==> config.mk <==
export PLATFORM = sky130hd
export DESIGN_NAME = line_fill_unit
export DESIGN_NICKNAME = d
export VERILOG_FILES = /design/src/rtl/line_fill_unit_pkg.sv /design/src/rtl/line_fill_unit.sv
export SDC_FILE = /design/constraint.sdc
export NUM_CORES = 1
export LEC_CHECK = 0
export BUFFER_PORTS_ARGS = -buffer_cell sky130_fd_sc_hd__buf_2
export CAP_MARGIN = 20
export CORE_MARGIN = 1.5
export CORE_UTILIZATION = 30
export DETAILED_ROUTE_END_ITERATION = 6
export HOLD_SLACK_MARGIN = 0.15
export PLACE_DENSITY = 0.51
export SLEW_MARGIN = 20
export SYNTH_ARGS = -nofsm -noshare
export SYNTH_HDL_FRONTEND = slang
export SYNTH_SLANG_ARGS = --single-unit
export TNS_END_PERCENT = 100
==> constraint.sdc <==
create_clock -name clk -period 8.45 [get_ports clk]
set_input_delay 0.4225 -clock clk [delete_from_list [all_inputs] [get_ports clk]]
set_output_delay 0.4225 -clock clk [all_outputs]
set_load 0.01 [all_outputs]
==> src/rtl/line_fill_unit_pkg.sv <==
// Shared cache definitions: the line fill FSM encoding and the
// beats-per-line derivation, kept here so the cache controller can reuse them.
package line_fill_unit_pkg;

  localparam int LFU_STATE_W = 3;

  typedef enum logic [LFU_STATE_W-1:0] {
    LFU_IDLE    = 3'd0,
    LFU_REQ     = 3'd1,
    LFU_COLLECT = 3'd2,
    LFU_WRITE   = 3'd3,
    LFU_DONE    = 3'd4
  } lfu_state_t;

  // Number of memory beats that make up one cache line.
  function automatic int lfu_beats(input int data_width, input int bus_width);
    return data_width / bus_width;
  endfunction

endpackage

==> src/rtl/line_fill_unit.sv <==
// Line fill unit: fetches one cache line from memory as BEATS bus beats,
// assembles it (beat 0 in the LSBs) and writes it to the line SRAM in one cycle.
//
// Handshakes:
//   request side : req_i is taken only in a cycle where req_ready_o = 1; the
//                  requester holds req_i (and its index/address) until then.
//   memory side  : mem_strobe_o stays high until the cycle with mem_ready_i = 1
//                  (the address is accepted at that edge); afterwards every
//                  cycle with mem_valid_i = 1 delivers exactly one beat, and a
//                  beat may arrive in the acceptance cycle itself.
//   flush_i      : before acceptance it cancels the request outright; after
//                  acceptance the remaining beats are still drained so the
//                  bus stays aligned, and the line is discarded.
module line_fill_unit
  import line_fill_unit_pkg::*;
#(
  parameter int N_ENTRIES  = 1024,
  parameter int DATA_WIDTH = 256,
  parameter int BUS_WIDTH  = 32,
  localparam int IDX_W     = $clog2(N_ENTRIES)
) (
  input  logic                  clk,
  input  logic                  rst,
  input  logic                  req_i,
  input  logic [IDX_W-1:0]      req_idx_i,
  input  logic [31:0]           req_addr_i,
  output logic                  req_ready_o,
  input  logic                  flush_i,
  output logic                  mem_strobe_o,
  output logic [31:0]           mem_addr_o,
  input  logic                  mem_ready_i,
  input  logic                  mem_valid_i,
  input  logic [BUS_WIDTH-1:0]  mem_data_i,
  output logic                  sram_en_o,
  output logic                  sram_we_o,
  output logic [IDX_W-1:0]      sram_addr_o,
  output logic [DATA_WIDTH-1:0] sram_data_o,
  output logic                  done_o,
  output logic                  busy_o,
  output logic [2:0]            state_o
);

  localparam int BEATS = lfu_beats(DATA_WIDTH, BUS_WIDTH);
  localparam int K_W   = (BEATS > 1) ? $clog2(BEATS) : 1;

  lfu_state_t            state_q;
  lfu_state_t            state_d;
  logic [K_W-1:0]        k_q;
  logic                  abort_q;
  logic                  full_q;
  logic [IDX_W-1:0]      idx_q;
  logic [31:0]           addr_q;
  logic [DATA_WIDTH-1:0] line_q;

  logic                  accept;
  logic                  capture;
  logic                  set_abort;
  logic                  last_beat;

  assign accept     = (state_q == LFU_IDLE) && req_i;
  assign last_beat  = (k_q == K_W'(BEATS - 1));
  assign mem_addr_o = addr_q;
  assign state_o    = state_q;

  // Next-state decode, beat capture strobe and abort request.
  // full_q marks the extra COLLECT cycle that follows the last beat; the
  // decision to write or discard the line is taken from there, except that an
  // aborted fill leaves for IDLE right at the last beat.
  always_comb begin
    state_d   = state_q;
    capture   = 1'b0;
    set_abort = 1'b0;
    case (state_q)
      LFU_IDLE: begin
        if (req_i) state_d = LFU_REQ;
      end
      LFU_REQ: begin
        if (mem_ready_i) begin
          state_d   = LFU_COLLECT;
          capture   = mem_valid_i;
          set_abort = flush_i;
        end else if (flush_i) begin
          state_d = LFU_IDLE;
        end
      end
      LFU_COLLECT: begin
        if (full_q) begin
          state_d = (abort_q || flush_i) ? LFU_IDLE : LFU_WRITE;
        end else begin
          set_abort = flush_i;
          if (mem_valid_i) begin
            capture = 1'b1;
            if (last_beat && (abort_q || flush_i)) state_d = LFU_IDLE;
          end
        end
      end
      LFU_WRITE: state_d = LFU_DONE;
      LFU_DONE:  state_d = LFU_IDLE;
      default:   state_d = LFU_IDLE;
    endcase
  end

  // FSM state, beat counter, abort flag and registered control outputs.
  always_ff @(posedge clk) begin
    if (rst) begin
      state_q      <= LFU_IDLE;
      k_q          <= '0;
      abort_q      <= 1'b0;
      full_q       <= 1'b0;
      mem_strobe_o <= 1'b0;
      sram_en_o    <= 1'b0;
      sram_we_o    <= 1'b0;
      done_o       <= 1'b0;
      busy_o       <= 1'b0;
      req_ready_o  <= 1'b1;
    end else begin
      state_q      <= state_d;
      mem_strobe_o <= (state_d == LFU_REQ);
      sram_en_o    <= (state_d == LFU_WRITE);
      sram_we_o    <= (state_d == LFU_WRITE);
      done_o       <= (state_d == LFU_DONE);
      busy_o       <= (state_d != LFU_IDLE);
      req_ready_o  <= (state_d == LFU_IDLE);
      full_q       <= (state_d == LFU_COLLECT) && (full_q || (capture && last_beat));

      if (accept) begin
        k_q     <= '0;
        abort_q <= 1'b0;
      end else begin
        if (capture) k_q <= last_beat ? '0 : k_q + K_W'(1);
        if (set_abort) abort_q <= 1'b1;
      end
    end
  end

  // Datapath: request latch, line assembly and the SRAM write registers.
  always_ff @(posedge clk) begin
    if (accept) begin
      idx_q  <= req_idx_i;
      addr_q <= req_addr_i;
    end
    if (capture) line_q[k_q*BUS_WIDTH +: BUS_WIDTH] <= mem_data_i;
    if (state_d == LFU_WRITE) begin
      sram_addr_o <= idx_q;
      sram_data_o <= line_q;
    end
  end

endmodule

==> flow_summary_export.csv <==
group,metric,value,unit
pwr,clkPwrFrac,0.456,
floorplanning,area_of_the_die,66500,sq um
grt,antenna_found_initial,8,
detailed_routing,vias,10097,
synth,synth_seq_area_share,0.882,
timing,final-setup-viol-count,0,
placement,placer_s_final_routability_congestion_estimate,0.742,
grt,grt-ovfl-total,0,
synth,syn_std_cell_area,19500,sq um
final_layout,mostFrequentLayoutCells,"564 x sky130_fd_sc_hd__edfxtp_1, 386 x sky130_fd_sc_hd__buf_2, 162 x sky130_fd_sc_hd__and2_1",
worst_setup_path,setup.worst_path.end_class,"flip-flop",
synth,number_of_synthesized_flops_with_an_enable_pin,564,
worst_setup_path,worst-path-max-fanout,41,
worst_setup_path,worstSetupStartpointType,"flip-flop",
status,run_status,"complete, no violations",
worst_setup_path,crit_type,"flip-flop to flip-flop",
run,max_cap_viols,0,
synth,synth_flop_cell,"sky130_fd_sc_hd__edfxtp_1",
floorplanning,die_height,258,um
timing,slew_headroom,0.273,
clock_network,clkLatencyLatePin,0.65,ns
placement,hpwlAfterDp,32700,um
synth,ys_seq_elements,577,
detailed_routing,post_drt_wl_per_cell,22.4,um
final_layout,post_route_cells_drive_above_1_share,0.360,
synth,netlist_instances,952,
pwr,pwr-share-comb,0.022,
grt,via_count_of_the_first_global_routing_pass,10382,
pwr,power_report.internal_total,0.00475,W
floorplanning,io_pins,387,
worst_setup_path,r2r_cells,7,
pwr,leakage,9.32,nW
clock_network,clock-root-buffer,"sky130_fd_sc_hd__clkbuf_16",
synth,proportion_of_netlist_area_held_by_the_largest_area_contributor,0.869,
worst_setup_path,worstReg2RegEnd,"line_q[201]",
final_layout,flow.area_growth_from_synthesis,28.5,%
pwr,sw_frac,0.208,
placement,place.port_buffers,386,
timing,worstMarginPinSlew,1.09,ns
detailed_routing,detail-route-antenna-nets,0,
pwr,irDropWorstVdd,186,uV
clock_network,numCtsBuffers,61,
synth,async_flop_share,0,
floorplanning,initial_standard_cell_utilization_of_the_core,0.303,
synth,post_synthesis_net_count,1036,
final_layout,num-nets-final,1508,
detailed_routing,post_drt_via_cell_ratio,4.33,
worst_setup_path,regToRegSetupSlack,4.86,ns
clock_network,htree_levels,2,
hold_path,number_of_cells_on_the_worst_hold_path,2,
timing,worst_clock_skew_on_the_final_layout,0.0404,ns
final_layout,n_fill_cell,5896,
worst_setup_path,arrival,3.84,ns
timing,final_min_period_over_clock_period,0.425,
floorplanning,coreArea,64300,sq um
floorplanning,floorplan.rows,93,
hold_path,worstHoldEndpoint,"line_q[6]",
timing,grt_setup_unrepaired,"no",
floorplanning,die_width,258,um
detailed_routing,detail_route.first_pass.iterations,5,
synth,synthTopCellsByArea,"sky130_fd_sc_hd__edfxtp_1 87%, sky130_fd_sc_hd__and2_1 5.2%, sky130_fd_sc_hd__and3_1 3.0%",
detailed_routing,dr.first_iter.drc_count,846,
final_layout,sequential_cell_area,17200,sq um
final_layout,layout_commonest_cell,"sky130_fd_sc_hd__edfxtp_1",
worst_setup_path,critPathRequiredTime,8.69,ns
pwr,power-per-cell-area,240,nW/um^2
synth,yosys.cell_types.count,39,
grt,grt_use_total,0.155,
timing,setup-tns-final,0,ns
synth,yosys_warnings,0,
clock_network,clock_tree.buffer_depth,3,
synth,synth_top_cell_by_area,"sky130_fd_sc_hd__edfxtp_1",
detailed_routing,drc,0,
timing,slew_violations,0,
hold_path,min_from,"mem_data_i[6]",
pwr,p_switching,0.00125,W
pwr,seqPwrFrac,0.522,
clock_network,clock_tree_from_tritoncts,"yes",
clock_network,cts.repair.resized,0,
timing,max_freq,278,MHz
clock_network,cts.reportedPaths.clkPinSlew,0.07,ns
worst_setup_path,r2r-start,"k_q[1]",
hold_path,worstHoldPathType,"primary input to flip-flop",
timing,final_period_minus_worst_setup_slack,3.59,ns
timing,final.hold.worst_slack,0.226,ns
timing,timing_hold_violations_final,0,
grt,pin_count_of_the_biggest_net_entering_global_routing,81,
final_layout,multi_input_comb_area,2180,sq um
grt,global_route_wire_length_before_repair,73600,um
clock_network,clock-sinks,577,
synth,post_synth.cell_area_avg,20.5,sq um
detailed_routing,routed_wl,52300,um
==> how the worst max path moves through the flow <==
stage               start           to  cells past startpoint
6_report           k_q[1]  line_q[201]                      7
5_1_grt            k_q[1]  line_q[196]                      7
4_1_cts            k_q[1]  line_q[207]                      7
3_5_place_dp       k_q[1]  line_q[223]                      7
3_3_place_gp       k_q[1]  line_q[193]                      7
2_1_floorplan  state_o[1]  req_ready_o                      4
==> state kept, by name, indices dropped and copies added (netlist names), 3 cells and up <==
| name | count |
|---|---|
| state_o | 3 |
| sram_addr_o | 10 |
| line_q | 256 |
| mem_addr_o | 32 |
| sram_data_o | 256 |
| idx_q | 10 |
| k_q | 3 |
==> what timing repair did <==
action / 4_1_cts / 5_1_grt
endpoints found under the hold margin: 51 / 0
hold buffers: 44 / 0
buffers inserted: 0 / 0
==> power by group through the flow <==
| stage | registers (W) | clock network, W | logic (W) |
|---|---|---|---|
| 6_report | 0.00313 | 0.00274 | 0.000134 |
| 4_1_cts | 0.00313 | 0.00282 | 0.000137 |
| 2_1_floorplan | 0.00320 | 0 | 0.0000314 |
| 3_5_place_dp | 0.00319 | 0 | 0.000122 |
| 3_3_place_gp | 0.00319 | 0 | 0.000120 |
| 5_1_grt | 0.00313 | 0.00292 | 0.000144 |
==> cell type report <==
| cell class | instances | area share |
|---|---|---|
| Inverter | 6 | 0.000899 |
| Multi-Input combinational cell | 330 | 0.0868 |
| Sequential cell | 577 | 0.686 |
| Clock buffer | 64 | 0.0614 |
| Antenna cell | 1 | 0.0000998 |
| Clock inverter | 50 | 0.0220 |
| Timing Repair Buffer | 448 | 0.100 |
| Tap cell | 855 | 0.0427 |
==> worst max-delay path, stage by stage (launching register included) <==
cell,delay [ns]
sky130_fd_sc_hd__dfxtp_1,0.41
sky130_fd_sc_hd__inv_1,0.07
sky130_fd_sc_hd__ha_1,0.18
sky130_fd_sc_hd__ha_1,0.40
sky130_fd_sc_hd__nor3b_4,0.76
sky130_fd_sc_hd__buf_4,0.46
sky130_fd_sc_hd__nand2_1,0.15
sky130_fd_sc_hd__nor2_4,0.73
==> cells by family (layout without fill, tap and decap cells) <==
group                      Yosys count  count (layout)  synth area share
muxes                                1               1          0.000513
AOI/OAI and AO/OA                   15              15           0.00558
adders and majority gates            4               4           0.00257
DFF                                577             577             0.882
and+or+nand+nor                    310             310            0.0986
buffers and inverters               45             568            0.0108
other                                0               1                 0
==> routing by layer <==
metal,vias up,wire length (um),global-route usage
li1,4563,-,-
met1,5081,22000,0.196
met2,378,25300,0.260
met3,73,3880,0.0454
met4,2,1110,0.0408
met5,-,13,0
==> cell usage after synthesis (3+ instances only) <==
library cell / instances
sky130_fd_sc_hd__edfxtp_1: 564
sky130_fd_sc_hd__and2_1: 163
sky130_fd_sc_hd__and3_1: 92
sky130_fd_sc_hd__buf_2: 21
sky130_fd_sc_hd__nor2_1: 14
sky130_fd_sc_hd__dfxtp_1: 13
sky130_fd_sc_hd__clkbuf_1: 10
sky130_fd_sc_hd__nand2_1: 7
sky130_fd_sc_hd__clkbuf_2: 6
sky130_fd_sc_hd__nor3_1: 6
sky130_fd_sc_hd__inv_1: 5
sky130_fd_sc_hd__a21oi_1: 4
sky130_fd_sc_hd__ha_1: 4
sky130_fd_sc_hd__nor2_2: 4
sky130_fd_sc_hd__nor3b_2: 3
sky130_fd_sc_hd__nor4_1: 3
==> metrics by stage <==
stage               utilization  instance area (sq um)  total power (W)  std cells  setup WS, ns
global route              0.389                  25100          0.00620       2330          4.55
CTS                       0.389                  25100          0.00609       2330          4.85
detailed placement        0.350                  22500          0.00332       2172          4.87
global placement          0.350                  22500          0.00331       2172          4.95
floorplan                     -                  19500          0.00323        952         0.862
finish                    0.390                  25100          0.00600       2331          4.86
Note: power is estimated with default switching activity, not from simulation.
